**src/rtl/reservation_station.sv**
```systemverilog
// reservation_station: 8-entry operand wait buffer that sends one ready op per cycle to the ALU.
// Define RS_WAKEUP_BYPASS_EN to let an entry woken by this cycle's broadcast dispatch in the same cycle.
module reservation_station (
  input  logic        clk,
  input  logic        rst,
  input  logic        rdy,
  input  logic        rollback_config,
  input  logic        in_config,
  input  logic [6:0]  in_opcode,
  input  logic [2:0]  in_precise,
  input  logic        in_more_precise,
  input  logic [31:0] in_imm,
  input  logic [31:0] in_PC,
  input  logic [3:0]  in_rob_entry,
  input  logic        in_qj_busy,
  input  logic [3:0]  in_qj,
  input  logic [31:0] in_vj,
  input  logic        in_qk_busy,
  input  logic [3:0]  in_qk,
  input  logic [31:0] in_vk,
  input  logic        alu_config,
  input  logic [3:0]  alu_rob_entry,
  input  logic [31:0] alu_val,
  input  logic        lsb_config,
  input  logic [3:0]  lsb_rob_entry,
  input  logic [31:0] lsb_val,
  output logic        out_config,
  output logic [31:0] out_a,
  output logic [31:0] out_b,
  output logic [31:0] out_PC,
  output logic [6:0]  out_opcode,
  output logic [2:0]  out_precise,
  output logic        out_more_precise,
  output logic [31:0] out_imm,
  output logic [3:0]  out_rob_entry,
  output logic        out_full
);

  localparam int unsigned ENTRIES = 8;
  localparam int unsigned IDX_W   = 3;
  localparam int unsigned CNT_W   = 4;
  localparam int unsigned XLEN    = 32;
  localparam int unsigned TAG_W   = 4;
  localparam int unsigned OP_W    = 7;
  localparam int unsigned PREC_W  = 3;
  localparam int unsigned FULL_AT = 7;

  typedef struct packed {
    logic              busy;
    logic [OP_W-1:0]   opcode;
    logic [PREC_W-1:0] precise;
    logic              more_precise;
    logic [XLEN-1:0]   imm;
    logic [XLEN-1:0]   pc;
    logic [TAG_W-1:0]  rob_entry;
    logic              qj_busy;
    logic [TAG_W-1:0]  qj;
    logic [XLEN-1:0]   vj;
    logic              qk_busy;
    logic [TAG_W-1:0]  qk;
    logic [XLEN-1:0]   vk;
  } entry_t;

  entry_t             rs_q [ENTRIES];
  entry_t             rs_d [ENTRIES];
  entry_t             woke [ENTRIES];
  entry_t             new_entry;
  entry_t             disp_entry;
  logic [ENTRIES-1:0] ready;
  logic               free_found;
  logic               disp_found;
  logic [IDX_W-1:0]   free_idx;
  logic [IDX_W-1:0]   disp_idx;
  logic [CNT_W-1:0]   occupancy;

  // Apply this cycle's broadcasts to waiting operands; ALU wins over LSB on equal tags.
  always_comb begin : wakeup_ready
    for (int i = 0; i < ENTRIES; i++) begin
      woke[i] = rs_q[i];
      if (rs_q[i].busy && rs_q[i].qj_busy) begin
        if (alu_config && rs_q[i].qj == alu_rob_entry) begin
          woke[i].qj_busy = 1'b0;
          woke[i].vj      = alu_val;
        end else if (lsb_config && rs_q[i].qj == lsb_rob_entry) begin
          woke[i].qj_busy = 1'b0;
          woke[i].vj      = lsb_val;
        end
      end
      if (rs_q[i].busy && rs_q[i].qk_busy) begin
        if (alu_config && rs_q[i].qk == alu_rob_entry) begin
          woke[i].qk_busy = 1'b0;
          woke[i].vk      = alu_val;
        end else if (lsb_config && rs_q[i].qk == lsb_rob_entry) begin
          woke[i].qk_busy = 1'b0;
          woke[i].vk      = lsb_val;
        end
      end
`ifdef RS_WAKEUP_BYPASS_EN
      ready[i] = woke[i].busy && !woke[i].qj_busy && !woke[i].qk_busy;
`else
      ready[i] = rs_q[i].busy && !rs_q[i].qj_busy && !rs_q[i].qk_busy;
`endif
    end
  end

  // Incoming op, capturing any operand broadcast in the same cycle.
  always_comb begin : issue_capture
    new_entry              = '0;
    new_entry.busy         = 1'b1;
    new_entry.opcode       = in_opcode;
    new_entry.precise      = in_precise;
    new_entry.more_precise = in_more_precise;
    new_entry.imm          = in_imm;
    new_entry.pc           = in_PC;
    new_entry.rob_entry    = in_rob_entry;
    new_entry.qj_busy      = in_qj_busy;
    new_entry.qj           = in_qj;
    new_entry.vj           = in_vj;
    new_entry.qk_busy      = in_qk_busy;
    new_entry.qk           = in_qk;
    new_entry.vk           = in_vk;
    if (in_qj_busy) begin
      if (alu_config && in_qj == alu_rob_entry) begin
        new_entry.qj_busy = 1'b0;
        new_entry.vj      = alu_val;
      end else if (lsb_config && in_qj == lsb_rob_entry) begin
        new_entry.qj_busy = 1'b0;
        new_entry.vj      = lsb_val;
      end
    end
    if (in_qk_busy) begin
      if (alu_config && in_qk == alu_rob_entry) begin
        new_entry.qk_busy = 1'b0;
        new_entry.vk      = alu_val;
      end else if (lsb_config && in_qk == lsb_rob_entry) begin
        new_entry.qk_busy = 1'b0;
        new_entry.vk      = lsb_val;
      end
    end
  end

  // Lowest free slot, lowest ready slot and occupancy, all from pre-dispatch state.
  always_comb begin : select
    free_found = 1'b0;
    free_idx   = '0;
    disp_found = 1'b0;
    disp_idx   = '0;
    occupancy  = '0;
    for (int i = 0; i < ENTRIES; i++) begin
      if (!rs_q[i].busy && !free_found) begin
        free_found = 1'b1;
        free_idx   = IDX_W'(i);
      end
      if (ready[i] && !disp_found) begin
        disp_found = 1'b1;
        disp_idx   = IDX_W'(i);
      end
      occupancy = occupancy + CNT_W'(rs_q[i].busy);
    end
    disp_entry = woke[disp_idx];
  end

  always_comb begin : next_state
    for (int i = 0; i < ENTRIES; i++) begin
      rs_d[i] = woke[i];
    end
    if (disp_found) begin
      rs_d[disp_idx].busy = 1'b0;
    end
    if (in_config && free_found) begin
      rs_d[free_idx] = new_entry;
    end
  end

  assign out_full = (occupancy >= CNT_W'(FULL_AT));

  // Reset and rollback both empty the table and zero the ALU port.
  always_ff @(posedge clk) begin : regs
    if (rst || rollback_config) begin
      for (int i = 0; i < ENTRIES; i++) begin
        rs_q[i] <= '0;
      end
      out_config       <= 1'b0;
      out_a            <= '0;
      out_b            <= '0;
      out_PC           <= '0;
      out_opcode       <= '0;
      out_precise      <= '0;
      out_more_precise <= 1'b0;
      out_imm          <= '0;
      out_rob_entry    <= '0;
    end else if (rdy) begin
      for (int i = 0; i < ENTRIES; i++) begin
        rs_q[i] <= rs_d[i];
      end
      out_config <= disp_found;
      if (disp_found) begin
        out_a            <= disp_entry.vj;
        out_b            <= disp_entry.vk;
        out_PC           <= disp_entry.pc;
        out_opcode       <= disp_entry.opcode;
        out_precise      <= disp_entry.precise;
        out_more_precise <= disp_entry.more_precise;
        out_imm          <= disp_entry.imm;
        out_rob_entry    <= disp_entry.rob_entry;
      end
    end
  end

endmodule

```
**config.mk**
```make
export PLATFORM = sky130hd
export DESIGN_NAME = reservation_station
export DESIGN_NICKNAME = d
export VERILOG_FILES = /design/src/rtl/reservation_station.sv
export SDC_FILE = /design/constraint.sdc
export NUM_CORES = 2
export LEC_CHECK = 0
export ABC_CLOCK_PERIOD_IN_PS = 37500
export BUFFER_PORTS_ARGS = -buffer_cell sky130_fd_sc_hd__buf_2
export CELL_PAD_IN_SITES_DETAIL_PLACEMENT = 2
export CELL_PAD_IN_SITES_GLOBAL_PLACEMENT = 2
export CORE_UTILIZATION = 39
export DETAILED_ROUTE_END_ITERATION = 16
export PLACE_DENSITY_LB_ADDON = 0.1
export SLEW_MARGIN = 20
export SYNTH_ARGS = -nofsm -noshare
export SYNTH_HDL_FRONTEND = slang
export SYNTH_SLANG_ARGS = --single-unit
```
**constraint.sdc**
```tcl
create_clock -name clk -period 37.5 [get_ports clk]
set_clock_uncertainty 0.1 [all_clocks]
set_input_delay 1.875 -clock clk [delete_from_list [all_inputs] [get_ports clk]]
set_output_delay 1.875 -clock clk [all_outputs]
set_load 0.05 [all_outputs]
```
==> flow_metrics.tcl <==
set metrics [dict create \
    final.fill_count 22979 \
    avgSynthCellArea_um2 8.583 \
    synth-seq-cells 1376 \
    synthToLayoutAreaGrowth_pct 10.98 \
    finalSetupViolations 0 \
    ys_async_sr_fraction_pct 0 \
    clk_latency_ns 0.89 \
    grt_setup_unrepaired "false" \
    dpl.cell_count 12032 \
    die_h_um 463.2 \
    initial_core_util_pct 39.42 \
    clkTransAtPathRegs_ns 0.06 \
    multi_input_area_um2 38910 \
    portBuffers 376 \
    final-seq-area_um2 39880 \
    max_slew_margin_pct 7.557 \
    rows 168 \
    layout_commonest_cell "nand2_1" \
    fin_tns_setup_ns 0 \
    firstDrtPassIters 9 \
    power.leakage_nw 30.58 \
    reg2reg_depth 11 \
    hold_viol_final 0 \
    internal_power_mw 2.837 \
    gp_congestion 0.9427 \
    fmax_mhz 147.2 \
    hold_depth 2 \
    power_frac_seq_pct 43.4 \
    drt-initial-drc-count 12152 \
    fin_nets 9644 \
    r2r_start "rs_q[0][461]" \
    antenna_found_initial 96 \
    timing.rr.end "out_imm[17]" \
    wl_per_cell_um 38.05 \
    ant_nets 0 \
    ys_warn_count 0 \
    netlist_area_um2 82940 \
    synth.distinct_cells 91 \
    grt_pass1_wl_um 664200 \
    post-cts-setup-buffers 0 \
    timing.final.crit_period_ns 6.794 \
    die_w_um 463.2 \
    core_um2 210400 \
    htreeDepth 4 \
    min_path_type "flip-flop to flip-flop" \
    min_period_over_period_pct 18.12 \
    regToRegSetupSlack_ns 31.30 \
    drive_gt1_share_pct 10.52 \
    hold_end "out_PC[10]" \
    dieArea_um2 214500 \
    synth_edf_count 1232 \
    final_cell_mix "nand2_1 (2,492), a21oi_1 (1,608), edfxtp_1 (1,232)" \
    vias_per_cell 7.038 \
    finalWirelength_um 471800 \
    drc 0 \
    worstPathRequired_ns 35.52 \
    p_per_area_nw_per_um2 44.78 \
    syn_inst 9664 \
    grt_use_total_pct 42.55 \
    max-clock-path-buffers 3 \
    cts.repair.resized 0 \
    power.switching_mw 1.286 \
    switching_share_pct 31.19 \
    ios 377 \
    critPathKind "flip-flop to output port" \
    syn_nets 9903 \
    worst_slew_pin_slew_ns 1.381 \
    cts.sinks 1376 \
    cts_root_buffer "clkbuf_16" \
    final_cells 12400 \
    worstPathMaxFanout 12 \
    hold_path.startpoint "out_PC[10]" \
    finalCoreUtilization_pct 43.75 \
    grt_pass1_vias 89986 \
    overflow 0 \
    via_count 87268 \
    outcome "finished, final reports clean" \
    arrival_ns 4.82 \
    cts_hold_buffers 0 \
    cp-start-kind "flip-flop" \
    grt_max_degree 195 \
    cts_tree "built" \
    cp-end-kind "output port" \
    hpwlAfterDp_um 271100 \
    synthFlopType "edfxtp_1" \
    ys_seq_area_share_pct 48.08 \
    slew_viol_final 0 \
    maxCapViolations 0 \
    cts_buffers 171 \
    max-vdd-ir-drop_uv 51.82 \
    p_comb_share_pct 15.4 \
    p_clk_share_pct 41.2 \
]
-- power groups by stage --
stage                     Sequential [mW]  Combinational (mW)  Clock [mW]
final                                1.79               0.636        1.70
after global routing                 1.79               0.645        1.75
after CTS                            1.79               0.606        1.70
after detailed placement             1.82               0.602           0
after global placement               1.81               0.588           0
after floorplan                      1.90               0.317           0
-- cells in the mapped netlist (all sizes together) (35+ instances only) --
| library cell | number | area, um^2 |
|---|---|---|
| dfxtp | 144 | 2883 |
| o22a | 50 | 437.9 |
| xor2 | 46 | 402.9 |
| nor4 | 105 | 681.9 |
| nand2 | 2501 | 9393 |
| nand2b | 50 | 312.8 |
| a31oi | 109 | 681.9 |
| clkbuf | 757 | 2841 |
| o21ai | 158 | 790.8 |
| a21oi | 1609 | 8053 |
| nor2 | 621 | 2338 |
| a2111oi | 35 | 306.5 |
| o221ai | 81 | 709.4 |
| a211oi | 121 | 913.4 |
| xnor2 | 93 | 814.5 |
| o31ai | 70 | 525.5 |
| a311oi | 38 | 332.8 |
| inv | 70 | 262.8 |
| buf | 280 | 1588 |
| a221oi | 51 | 446.7 |
| mux2i | 245 | 2452 |
| and2 | 44 | 275.3 |
| a211o | 67 | 586.8 |
| a22o | 49 | 429.2 |
| a2bb2oi | 52 | 455.4 |
| or3 | 51 | 324.1 |
| nor3 | 119 | 600.6 |
| o22ai | 132 | 839.6 |
| o211ai | 102 | 765.7 |
| edfxtp | 1232 | 37000 |
| nand3 | 168 | 840.8 |
-- flip-flops by register name (all words and copies together), names as in the netlist --
| signal | flops |
|---|---|
| out_PC | 32 |
| out_a | 32 |
| out_b | 32 |
| out_config | 1 |
| out_imm | 32 |
| out_more_precise | 1 |
| out_opcode | 7 |
| out_precise | 3 |
| out_rob_entry | 4 |
| rs_q | 1232 |
-- worst max path at each step --
stage | from | endpoint | slack [ns] | cells past startpoint
2_1_floorplan | rollback_config | rs_q[0][0] | 6.28 | 5
3_5_place_dp | rdy | rs_q[1][554] | 31.32 | 6
5_1_grt | rs_q[1][307] | out_full | 30.68 | 10
3_3_place_gp | rdy | rs_q[1][397] | 31.35 | 6
6_report | rs_q[1][307] | out_full | 30.71 | 10
4_1_cts | rs_q[1][307] | out_full | 30.75 | 10
-- metrics by stage --
stage | total power, mW | instance area (um^2) | setup WS [ns] | hold slack, ns
2_1_floorplan | 2.212 | 82940 | 6.276 | 0.4709
4_1_cts | 4.094 | 91810 | 30.75 | 0.3891
3_3_place_gp | 2.400 | 86240 | 31.35 | 0.3630
3_5_place_dp | 2.419 | 86300 | 31.32 | 0.3738
5_1_grt | 4.192 | 91980 | 30.68 | 0.4198
6_report | 4.123 | 92050 | 30.71 | 0.3824
-- layout make-up --
| cell class | count | share of cell area (%) |
|---|---|---|
| diodes | 42 | 0.1142 |
| flip-flops and latches | 1376 | 43.32 |
| clock inverters | 69 | 0.6497 |
| inverters | 71 | 0.2895 |
| well taps | 2805 | 3.813 |
| clock buffers | 252 | 5.343 |
| repair buffers | 605 | 4.197 |
| multi-input cells | 7180 | 42.27 |
-- per-layer routing --
layer	vias up	routed length [um]	GRT usage [%]
li1	34606	-	-
met1	44660	173700	51.39
met2	6001	205500	64.63
met3	1945	52170	12.28
met4	56	40070	30.98
met5	-	383	0
-- cell families (layout without fill, tap and decap cells) --
group | after synthesis | after routing | synth area share (%)
XOR/XNOR | 139 | 139 | 1.468
flip-flops | 1376 | 1376 | 48.08
AO/OA/AOI/OAI | 3013 | 3013 | 22.85
buffers and inverters | 1108 | 997 | 5.661
other | 0 | 42 | 0
multiplexers | 248 | 248 | 2.997
adder cells (fa/ha/maj) | 7 | 7 | 0.1418
AND/OR/NAND/NOR | 3773 | 3773 | 18.80
-- critical path, stage by stage, from the launching register on --
cell      delay [ns]
edfxtp_1        0.64
fa_1            0.62
inv_1           0.05
fa_1            0.45
fa_1            0.52
inv_1           0.06
ha_1            0.22
fa_1            0.44
xor2_1          0.17
a32o_1          0.43
buf_2           0.35
(Power assumes the default switching activity.)
